[config.mk]
export PLATFORM = sky130hd
export DESIGN_NAME = display_scan_driver
export DESIGN_NICKNAME = d
export VERILOG_FILES = /design/src/rtl/display_scan_driver.sv
export SDC_FILE = /design/constraint.sdc
export NUM_CORES = 1
export LEC_CHECK = 0
export ABC_CLOCK_PERIOD_IN_PS = 4510
export CAP_MARGIN = 20
export CORE_ASPECT_RATIO = 0.5
export CORE_MARGIN = 5
export CORE_UTILIZATION = 35
export CTS_BUF_LIST = sky130_fd_sc_hd__clkbuf_8
export DETAILED_ROUTE_END_ITERATION = 10
export GPL_TIMING_DRIVEN = 0
export HOLD_SLACK_MARGIN = 0.1
export PLACE_DENSITY = 0.65
export SLEW_MARGIN = 20
export SYNTH_ARGS = -nofsm -noshare
export SYNTH_HDL_FRONTEND = slang
export SYNTH_SLANG_ARGS = --single-unit
[constraint.sdc]
create_clock -name clk -period 4.51 [get_ports clk]
set_clock_uncertainty 0.2 [all_clocks]
set_input_delay 0.6765 -clock clk [delete_from_list [all_inputs] [get_ports clk]]
set_output_delay 0.6765 -clock clk [all_outputs]
set_load 0.1 [all_outputs]
[src/rtl/display_scan_driver.sv]
// Multiplexed 7-segment driver: parity-checked character buffer, digit scan
// and registered segment/anode outputs with a saturating parity-error counter.
module display_scan_driver #(
    parameter int N_DIGITS  = 4,
    parameter int SCAN_DIV  = 1000,
    parameter int ERR_CNT_W = 8
) (
    input  logic                        clk,
    input  logic                        rst_n,
    input  logic                        enable,
    input  logic                        clear,
    input  logic                        wr_en,
    input  logic                        shift_en,
    input  logic [$clog2(N_DIGITS)-1:0] wr_addr,
    input  logic [4:0]                  wr_char,
    input  logic                        wr_par,
    output logic [6:0]                  seg,
    output logic [N_DIGITS-1:0]         an,
    output logic [ERR_CNT_W-1:0]        err_count
);
    localparam int IDX_W = $clog2(N_DIGITS);
    localparam int PRE_W = $clog2(SCAN_DIV);
    localparam logic [4:0] BLANK_CODE = 5'b11111;

    logic [4:0]           code_q [N_DIGITS];
    logic [4:0]           code_d [N_DIGITS];
    logic [N_DIGITS-1:0]  valid_q, valid_d;
    logic [ERR_CNT_W-1:0] err_q, err_d;
    logic [PRE_W-1:0]     pre_q, pre_d;
    logic [IDX_W-1:0]     idx_q, idx_d;
    logic [6:0]           seg_q, seg_d;
    logic [N_DIGITS-1:0]  an_q, an_d;
    logic                 new_valid;
    logic                 bad_accept;
    logic                 addr_ok;
    logic                 tick;

    // Out-of-range addresses only exist when N_DIGITS is not a power of two.
    generate
        if ((1 << IDX_W) == N_DIGITS) begin : g_addr_full
            assign addr_ok = 1'b1;
        end else begin : g_addr_cmp
            assign addr_ok = (wr_addr < IDX_W'(N_DIGITS));
        end
    endgenerate

    function automatic logic [6:0] glyph(input logic [4:0] code, input logic valid);
        logic [6:0] g;
        g = 7'b0000000;
        if (!valid) begin
            g = 7'b1010111;
        end else begin
            case (code)
                5'd0:    g = 7'b1011011;
                5'd1:    g = 7'b1110111;
                5'd2:    g = 7'b0110011;
                5'd3:    g = 7'b1010100;
                5'd4:    g = 7'b1111011;
                5'd5:    g = 7'b0011100;
                5'd6:    g = 7'b1111110;
                5'd7:    g = 7'b1100111;
                5'd8:    g = 7'b0110111;
                5'd9:    g = 7'b0110000;
                5'd10:   g = 7'b0111100;
                5'd11:   g = 7'b1111011;
                5'd12:   g = 7'b0110111;
                5'd13:   g = 7'b1000111;
                5'd14:   g = 7'b1110000;
                5'd15:   g = 7'b0101010;
                5'd16:   g = 7'b0001110;
                5'd17:   g = 7'b1111001;
                5'd18:   g = 7'b1001110;
                5'd19:   g = 7'b0001111;
                default: g = 7'b0000000;
            endcase
        end
        return g;
    endfunction

    // Buffer update: clear beats shift, shift beats addressed write.
    always_comb begin
        code_d     = code_q;
        valid_d    = valid_q;
        err_d      = err_q;
        new_valid  = ~^{wr_char, wr_par};
        bad_accept = 1'b0;
        if (clear) begin
            for (int i = 0; i < N_DIGITS; i++) begin
                code_d[i] = BLANK_CODE;
            end
            valid_d = '1;
            err_d   = '0;
        end else if (shift_en) begin
            for (int i = N_DIGITS - 1; i > 0; i--) begin
                code_d[i]  = code_q[i-1];
                valid_d[i] = valid_q[i-1];
            end
            code_d[0]  = wr_char;
            valid_d[0] = new_valid;
            bad_accept = ~new_valid;
        end else if (wr_en && addr_ok) begin
            code_d[wr_addr]  = wr_char;
            valid_d[wr_addr] = new_valid;
            bad_accept       = ~new_valid;
        end
        if (bad_accept && (err_q != {ERR_CNT_W{1'b1}})) begin
            err_d = err_q + 1'b1;
        end
    end

    always_comb begin
        tick  = (pre_q == PRE_W'(SCAN_DIV - 1));
        pre_d = tick ? '0 : pre_q + 1'b1;
        idx_d = idx_q;
        if (tick) begin
            idx_d = (idx_q == IDX_W'(N_DIGITS - 1)) ? '0 : idx_q + 1'b1;
        end
        seg_d = '0;
        an_d  = '0;
        if (enable) begin
            seg_d = glyph(code_q[idx_q], valid_q[idx_q]);
            an_d  = {{(N_DIGITS-1){1'b0}}, 1'b1} << idx_q;
        end
    end

    generate
        for (genvar gi = 0; gi < N_DIGITS; gi++) begin : g_entry
            always_ff @(posedge clk or negedge rst_n) begin
                if (!rst_n) begin
                    code_q[gi]  <= BLANK_CODE;
                    valid_q[gi] <= 1'b1;
                end else begin
                    code_q[gi]  <= code_d[gi];
                    valid_q[gi] <= valid_d[gi];
                end
            end
        end
    endgenerate

    always_ff @(posedge clk or negedge rst_n) begin
        if (!rst_n) begin
            err_q <= '0;
            pre_q <= '0;
            idx_q <= '0;
            seg_q <= '0;
            an_q  <= '0;
        end else begin
            err_q <= err_d;
            pre_q <= pre_d;
            idx_q <= idx_d;
            seg_q <= seg_d;
            an_q  <= an_d;
        end
    end

    assign seg       = seg_q;
    assign an        = an_q;
    assign err_count = err_q;
endmodule

# Yosys cells after proc, flatten, opt, wreduce, memory -nomap -nowiden
# Memories as Yosys holds them, arrays and structs flattened.
# Cells that the tools add are included.
# word_totals
register_bits	55
romBits	224
inputBits	14
output_inout_bits	19
word_cells	63
mem_count	1
# op_classes
n_addsub	3
magnitude_cmp	6
eq_ne	3
n_shift	1
mux	27
n_bitwise	3
reduce_logical	6
# memory_table
memory	depth	width	rd	rd_clocked_by_memory_dff	wr	line_no	rtl
(name not given)	32	7	1	0	0	53	case (code)
# op_table
cell	count
two-way mux 20 bit	3
bitwise mux 20 bit	1
two-way mux 4 bit	4
two-way mux 8 bit	2
two-way mux 5 bit	3
two-way mux 7 bit	2
adder 10 x 1 -> 10 bit, second input constant	1
binary-select mux 5 bit (select 2 bit)	1
demux 5 bit (select 2 bit)	1
equality test 10 bit, second input constant	1
two-way mux 10 bit	1
adder 8 x 1 -> 8 bit, second input constant	1
!= test 8 bit, second input constant	1
>= comparator 3 bit, second input constant	2
< comparator 2 x 3 -> 1 bit, second input constant	2
inverter 2 -> 3 bit	2
XNOR reduction 6 bit	1
two-way mux 1 bit	5
bitwise mux 4 bit	1
left shift 1 x 2 -> 4 bit, first input constant	1
logical AND 1 bit	3
< comparator 3 x 1 -> 1 bit, second input constant	1
nonzero test 3 bit	1
adder 2 x 1 -> 2 bit, second input constant	1
other kinds (7)	7

# Depth between registers and ports, before layout
# Gate-level depths: netlist (run 1).
# depth
ltp_word	9
ltp_mapped	8

# Worst setup path after synthesis (run 1)
# OpenSTA, ideal clock, no wires.
# synth_timing
path_kind	reg-to-reg
start	reg err_q[0], in the netlist err_count[0]
end	reg err_q[6], in the netlist err_count[6]
arrival_ps	2305
path_slack_ps	1915
stages_incl_launch_ff	6
period_less_slack_ps	2595
cell_sequence	dfrtp_1 -> ha_1 -> and4_1 -> a41o_2 -> or4_2 -> o221ai_1
# synth_between
elab_chain_len	3
word_cells_on_any_way	5
classes_between	1 x add/sub; 1 x eq/ne; 1 x mux; 2 x reduce/logical
# synth_rtl
element	line_no	rtl
start, declared	28	logic [ERR_CNT_W-1:0] err_q, err_d;
start signal, assigned	148	err_q <= err_d;
branches (longest 3 deep; another with adder 8 x 1 -> 8 bit)	n/a	
# Parallel ways; which one is timed is not known.
# A chain may end at the register's enable or synchronous reset.

# Final worst setup path (run 1)
# layout_timing
start	reg err_q[5], in the netlist err_count[5]
end	out err_count[5]
# layout_lines
element	line_no	rtl
end, declared	19	output logic [ERR_CNT_W-1:0] err_count
# No word-level cell between the ends.

==> results.yml, run 1 <==
route:
  drt_iter0_drc: 184
  wl_met3_um: 449
  vias: 2548
  wl_met1_mm: 3.78
  wirelength_mm: 7.41
  met2_length_mm: 3.12
  remaining_drc_errors: 0
  post_drt_wl_per_cell_um: 15.7
  vias_per_cell: 5.40
  top_layer: "met4"
  drt-pass1-iter-count: 4
  ant_nets: 0
cells_and_area:
  nFillCells: 865
  nets: 380
  diodes: 0
  final_area_um2: 3730
  final_core_util: 0.425
  layout-drive-gt1-share: 0.149
  syn_to_final_growth_pct: 17.5
  finalNonFillerCells: 472
outcome:
  status: "complete, no violations"
critical_path:
  path_cells: "clkdlybuf4s50_1"
  crit_fanout: 7
  critPathKind: "register to output pin"
  slowest_stage: "clkdlybuf4s50_1"
  cp-end-kind: "output pin"
  crit_family: "buffers and inverters"
  cp-start-kind: "register"
  cp.arrival_ps: 1960
  cpPeakStageDelay_ps: 1180
  cp.required_ps: 3630
  path_buf_inv: 1
synthesis:
  synth_edf_count: 0
  synthCells: 315
  synth-async-reset-ratio: 1.00
  synth_area_leaders: "dfrtp_1 24%, dfstp_2 20%, mux4_2 5.0%, ha_1 4.7%, a21oi_1 3.9%"
  syn_nets: 341
  synth_seq_area_share: 0.444
  synth_top_area_cell: "dfrtp_1"
  synth.distinct_cells: 54
  synth_area_per_cell_um2: 10.1
  synth_flop_cell: "dfrtp_1"
  yosysWarnings: 0
  yosysTopAreaCellShare: 0.245
  yosys_register_bits: 55
  netlist_area_um2: 3170
timing:
  clock.fmax_mhz: 353
  tightest_slew_ps: 971
  setup_tns_ps: 0
  hold_viol_final: 0
  relSlewSlack: 0.351
  finalMaxSlewViolations: 0
  finalCriticalPeriod_ps: 2840
  rsz0062_at_grt: "false"
  whs_ps: 192
  setup_viol_count_final: 0
  fin_crit_sh: 0.629
power:
  p_int_w: 0.000772
  power.ir.vdd_worst_v: 0.000253
  switchingPower_w: 0.000411
  power_frac_comb: 0.276
  leakagePower_nw: 1.48
  swShare: 0.347
  sequentialPowerShare: 0.481
  power_density_nw_per_um2: 318
  p_clk_frac: 0.243
place:
  dp_cells: 464
  gp_congestion: 0.835
  dpl-instance-area_um2: 3630
  port_buffers: 32
  dp_hpwl_mm: 5.22
clock_network:
  clkLatencyLatePin_ps: 320
  clock_path_buffers: 2
  cts_tree: "done"
  cts.clk_slew.worst_paths_ps: 100
  cts.sinks: 55
  ctsResizeCount: 0
  htreeDepth: 2
  cts_made_buffers: 5
  cts_hold_buf: 0
  cts-root-buf: "clkbuf_8"
  cts_setup_buffers: 0
global_route:
  first_global_vias: 2418
  grt_max_degree: 56
  grt_pass1_wl_mm: 12.6
  antenna_found_initial: 0
  grt_usage: 0.141
  grt_overflow: 0
floorplanning:
  ios: 33
  row_count: 24
  core_um2: 8770
  die_h_um: 77.3
  die_width_um: 145
  initial_utilization: 0.362
  die_area_um2: 11200
job:
  drv_cap: 0
min_path:
  hold_path_class: "primary input to asynchronous set/reset pin"
==> layout make-up <==
cell class                      count  area (µm²)  share of cell area
Buffer                             17        76.3              0.0205
Clock buffer                        6        82.6              0.0222
Clock inverter                      2        8.76             0.00235
Inverter                           15        56.3              0.0151
Multi-Input combinational cell    228        1630               0.438
Sequential cell                    55        1410               0.377
Tap cell                          117         146              0.0393
Timing Repair Buffer               32         318              0.0853
==> cell families (layout without fill, tap and decap cells) <==
| logic type | after synthesis | count (layout) | share of synthesized area |
|---|---|---|---|
| and+or+nand+nor | 102 | 102 | 0.167 |
| AOI/OAI and AO/OA | 81 | 81 | 0.169 |
| DFF | 55 | 55 | 0.444 |
| buffers and inverters | 32 | 72 | 0.0418 |
| xor gates and xnor gates | 17 | 17 | 0.0517 |
| muxes | 16 | 16 | 0.0793 |
| adders and majority gates | 12 | 12 | 0.0474 |
==> cells in the mapped netlist (2+ instances only) <==
cell,n
o22ai_1,6
o311ai_0,5
and2_1,7
dfrtp_1,31
ha_1,12
a31oi_1,4
o211ai_1,2
nor2b_1,8
xnor2_1,7
o31a_1,2
nand4_1,2
a211oi_1,3
mux4_2,7
nand3_1,12
and3b_1,3
dfstp_2,24
a221oi_1,6
a211o_1,3
nand2_1,23
inv_1,15
nand3b_1,5
mux2i_1,6
a21oi_1,25
o21ai_0,11
nor2_1,24
clkbuf_1,12
nand2b_1,4
mux2_2,3
buf_2,4
xor2_1,9
o31ai_1,4
nor3_1,4
==> sequential cells by signal, indices dropped and copies added, names as in the netlist <==
signal and count:
pre_q 10, code_q 20, err_count 8, valid_q 4, seg 7, idx_q 2, an 4
==> placed cells by master, fill, tap and decap left out, drive strengths merged, types with 3 or more instances in the layout <==
| cell | synthesis | final |
|---|---|---|
| a211o | 3 | 3 |
| a211oi | 3 | 3 |
| a21oi | 25 | 25 |
| a221oi | 6 | 6 |
| a31oi | 4 | 4 |
| and2 | 8 | 8 |
| and3b | 3 | 3 |
| buf | 5 | 6 |
| clkbuf | 12 | 18 |
| clkdlybuf4s50 | 0 | 31 |
| dfrtp | 31 | 31 |
| dfstp | 24 | 24 |
| ha | 12 | 12 |
| inv | 15 | 16 |
| mux2 | 3 | 3 |
| mux2i | 6 | 6 |
| mux4 | 7 | 7 |
| nand2 | 23 | 23 |
| nand2b | 4 | 4 |
| nand3 | 12 | 12 |
| nand3b | 5 | 5 |
| nor2 | 24 | 24 |
| nor2b | 8 | 8 |
| nor3 | 4 | 4 |
| o21ai | 11 | 11 |
| o22ai | 6 | 6 |
| o311ai | 5 | 5 |
| o31ai | 4 | 4 |
| xnor2 | 7 | 7 |
| xor2 | 9 | 9 |
==> metrics by stage <==
stage | setup slack [ps] | total power, W
floorplan | 1910 | 0.000806
detailed placement | 1470 | 0.000904
CTS | 1670 | 0.00120
finish | 1670 | 0.00118
global placement | 771 | 0.000902
global route | 1570 | 0.00125
==> worst paths after layout <==
check                      cells after the start  slack (ps)         start           end
hold reg to reg                                1         270      pre_q[0]      pre_q[0]
hold / removal                                 1         190         rst_n         an[0]
max in group asynchronous                      1        3460         rst_n  err_count[3]
setup / recovery                               1        1670  err_count[5]  err_count[5]
min in group clk                               1         270      pre_q[0]      pre_q[0]
setup reg to reg                               6        1900      idx_q[0]        seg[5]
==> power groups by stage <==
stage | combinational (W) | clock [W] | sequential (W)
2_1_floorplan | 0.000136 | 0 | 0.000669
3_3_place_gp | 0.000324 | 0 | 0.000578
3_5_place_dp | 0.000325 | 0 | 0.000578
4_1_cts | 0.000326 | 0.000299 | 0.000570
5_1_grt | 0.000351 | 0.000321 | 0.000575
6_report | 0.000327 | 0.000287 | 0.000569
==> per-layer routing <==
layer / vias to the layer above / track usage
li1: 1219 / -
met1: 1243 / 0.216
met2: 79 / 0.196
met3: 7 / 0.0379
met4: 0 / 0.0345
met5: - / 0
Power figures use the tool's default switching activity.
==> run 2, diff against run 1 <==
--- a/config.mk
+++ b/config.mk
@@ -5,7 +5,7 @@
 export SDC_FILE = /design/constraint.sdc
 export NUM_CORES = 1
 export LEC_CHECK = 0
-export ABC_CLOCK_PERIOD_IN_PS = 4510
+export ABC_CLOCK_PERIOD_IN_PS = 2700
 export CAP_MARGIN = 20
 export CORE_ASPECT_RATIO = 0.5
 export CORE_MARGIN = 5
==> constraint.sdc (replaced) <==
create_clock -name clk -period 2.7 [get_ports clk]
set_clock_uncertainty 0.2 [all_clocks]
set_input_delay 0.405 -clock clk [delete_from_list [all_inputs] [get_ports clk]]
set_output_delay 0.405 -clock clk [all_outputs]
set_load 0.1 [all_outputs]
==> results.yml, run 2 (synthesis gave the netlist of run 1 again) <==
place:
  dp_cells: 464
  dp_hpwl_mm: 5.22
  port_buffers: 32
  gp_congestion: 0.835
  dpl-instance-area_um2: 3630
cells_and_area:
  diodes: 0
  finalNonFillerCells: 475
  syn_to_final_growth_pct: 18.4
  layout_common_cells: "31 x dfrtp_1, 31 x clkdlybuf4s50_1, 25 x a21oi_1"
  nets: 383
  final_area_um2: 3750
  layout-drive-gt1-share: 0.156
  regMostFlops: "code_q"
  largest_reg_flops: 20
clock_network:
  cts-root-buf: "clkbuf_8"
  cts.clk_slew.worst_paths_ps: 100
  clock_path_buffers: 2
  cts_made_buffers: 5
  htreeDepth: 2
  cts_tree: "done"
  cts.sinks: 55
  clkLatencyLatePin_ps: 320
critical_path:
  cp.required_ps: 2100
  slowest_stage: "clkdlybuf4s50_1"
  path_buf_inv: 1
  path_cells: "clkdlybuf4s50_1"
  cp-end-kind: "output pin"
  cpPeakStageDelay_ps: 1180
  critPathKind: "register to output pin"
  reg2regPathDepth: 6
  crit_family: "buffers and inverters"
  cp.arrival_ps: 1960
  crit_fanout: 7
  r2r-start: "idx_q[0]"
  r2r_setup_slack_ps: 180
  rr_endpoint: "seg[5]"
  cp-start-kind: "register"
global_route:
  grt_pass1_wl_mm: 12.6
  grt_max_degree: 56
  grt_usage: 0.141
  first_global_vias: 2428
  grt_overflow: 0
  antenna_found_initial: 0
route:
  vias_per_cell: 5.40
  remaining_drc_errors: 0
  post_drt_wl_per_cell_um: 15.8
  vias: 2563
  drt-pass1-iter-count: 5
  wirelength_mm: 7.50
  drt_iter0_drc: 176
  ant_nets: 0
power:
  power.ir.vdd_worst_v: 0.000423
  p_clk_frac: 0.242
  leakagePower_nw: 1.50
  switchingPower_w: 0.000689
  power_density_nw_per_um2: 528
  p_total_w: 0.00198
  p_int_w: 0.00129
  swShare: 0.347
  sequentialPowerShare: 0.479
  power_frac_comb: 0.279
timing:
  clock.fmax_mhz: 390
  hold_viol_final: 0
  setup_viol_count_final: 0
  fin_crit_sh: 0.951
  finalCriticalPeriod_ps: 2570
  relSlewSlack: 0.351
  finalMaxSlewViolations: 0
  tightest_slew_ps: 970
floorplanning:
  die_area_um2: 11200
  die_h_um: 77.3
  die_width_um: 145
  core_um2: 8770
  ios: 33
  row_count: 24
  initial_utilization: 0.362
min_path:
  holdPathStages: 1
  hold_path_end: "pre_q[0]"
  hp-start: "pre_q[0]"
  hold_path_class: "register to register"
job:
  drv_cap: 0
outcome:
  status: "complete, no violations"
==> run 2: cell types whose count changed in the layout (fill, tap and decap cells not counted), sizes merged <==
cell / delta
dlygate4sd3: +1
clkbuf: +1
buf: +1
==> run 2: per-stage QoR <==
step / utilization / TNS (ps) / hold slack, ps / setup WS (ps)
6_report: 0.428 / 0 / 265 / 133
5_1_grt: 0.428 / -14.7 / 288 / -14.7
2_1_floorplan: - / 0 / -90.6 / 105
4_1_cts: 0.426 / 0 / 274 / 48.8
3_3_place_gp: 0.415 / -27160 / 255 / -768
3_5_place_dp: 0.415 / -283 / 260 / -72.4
==> run 2: worst max path at each step <==
stage,cells after the start,startpoint,end,slack (ps)
floorplan,5,err_count[0],err_count[6],100
global placement,1,rst_n,err_count[3],-770
detailed placement,6,wr_char[0],err_count[4],-70
CTS,6,idx_q[0],seg[5],50
global route,6,idx_q[0],seg[6],-10
finish,1,err_count[5],err_count[5],130
==> run 2: area by class of cell <==
cell class              instances  area [µm²]
plain buffers                  17        80.1
clock inverters                 2        8.76
flip-flops and latches         55        1410
repair buffers                 35         343
multi-input cells             228        1630
fillers                       863        5010
well taps                     117         146
clock buffers                   6        82.6
inverters                      15        56.3
==> run 2: repair_timing <==
action,in CTS,in global routing
resized for setup,0,3
endpoints found under the setup margin,0,5
buffers inserted,0,2
hold endpoints to repair,31,0
hold buffers,1,0
==> run 2: power groups by stage <==
stage	logic, W	registers, W	clock network (W)
floorplan	0.000228	0.00112	0
global placement	0.000542	0.000966	0
detailed placement	0.000543	0.000966	0
CTS	0.000546	0.000951	0.000500
global route	0.000592	0.000960	0.000536
finish	0.000553	0.000951	0.000480
==> run 2: metal layers <==
layer  up-vias  wire length [µm]  share of wire  global-route usage
met4         0                73         0.0097              0.0345
met3         9               448          0.060              0.0379
li1       1227                 -              -                   -
met1      1252              3850           0.51               0.216
met2        75              3130           0.42               0.197
met5         -                 0              0                   0
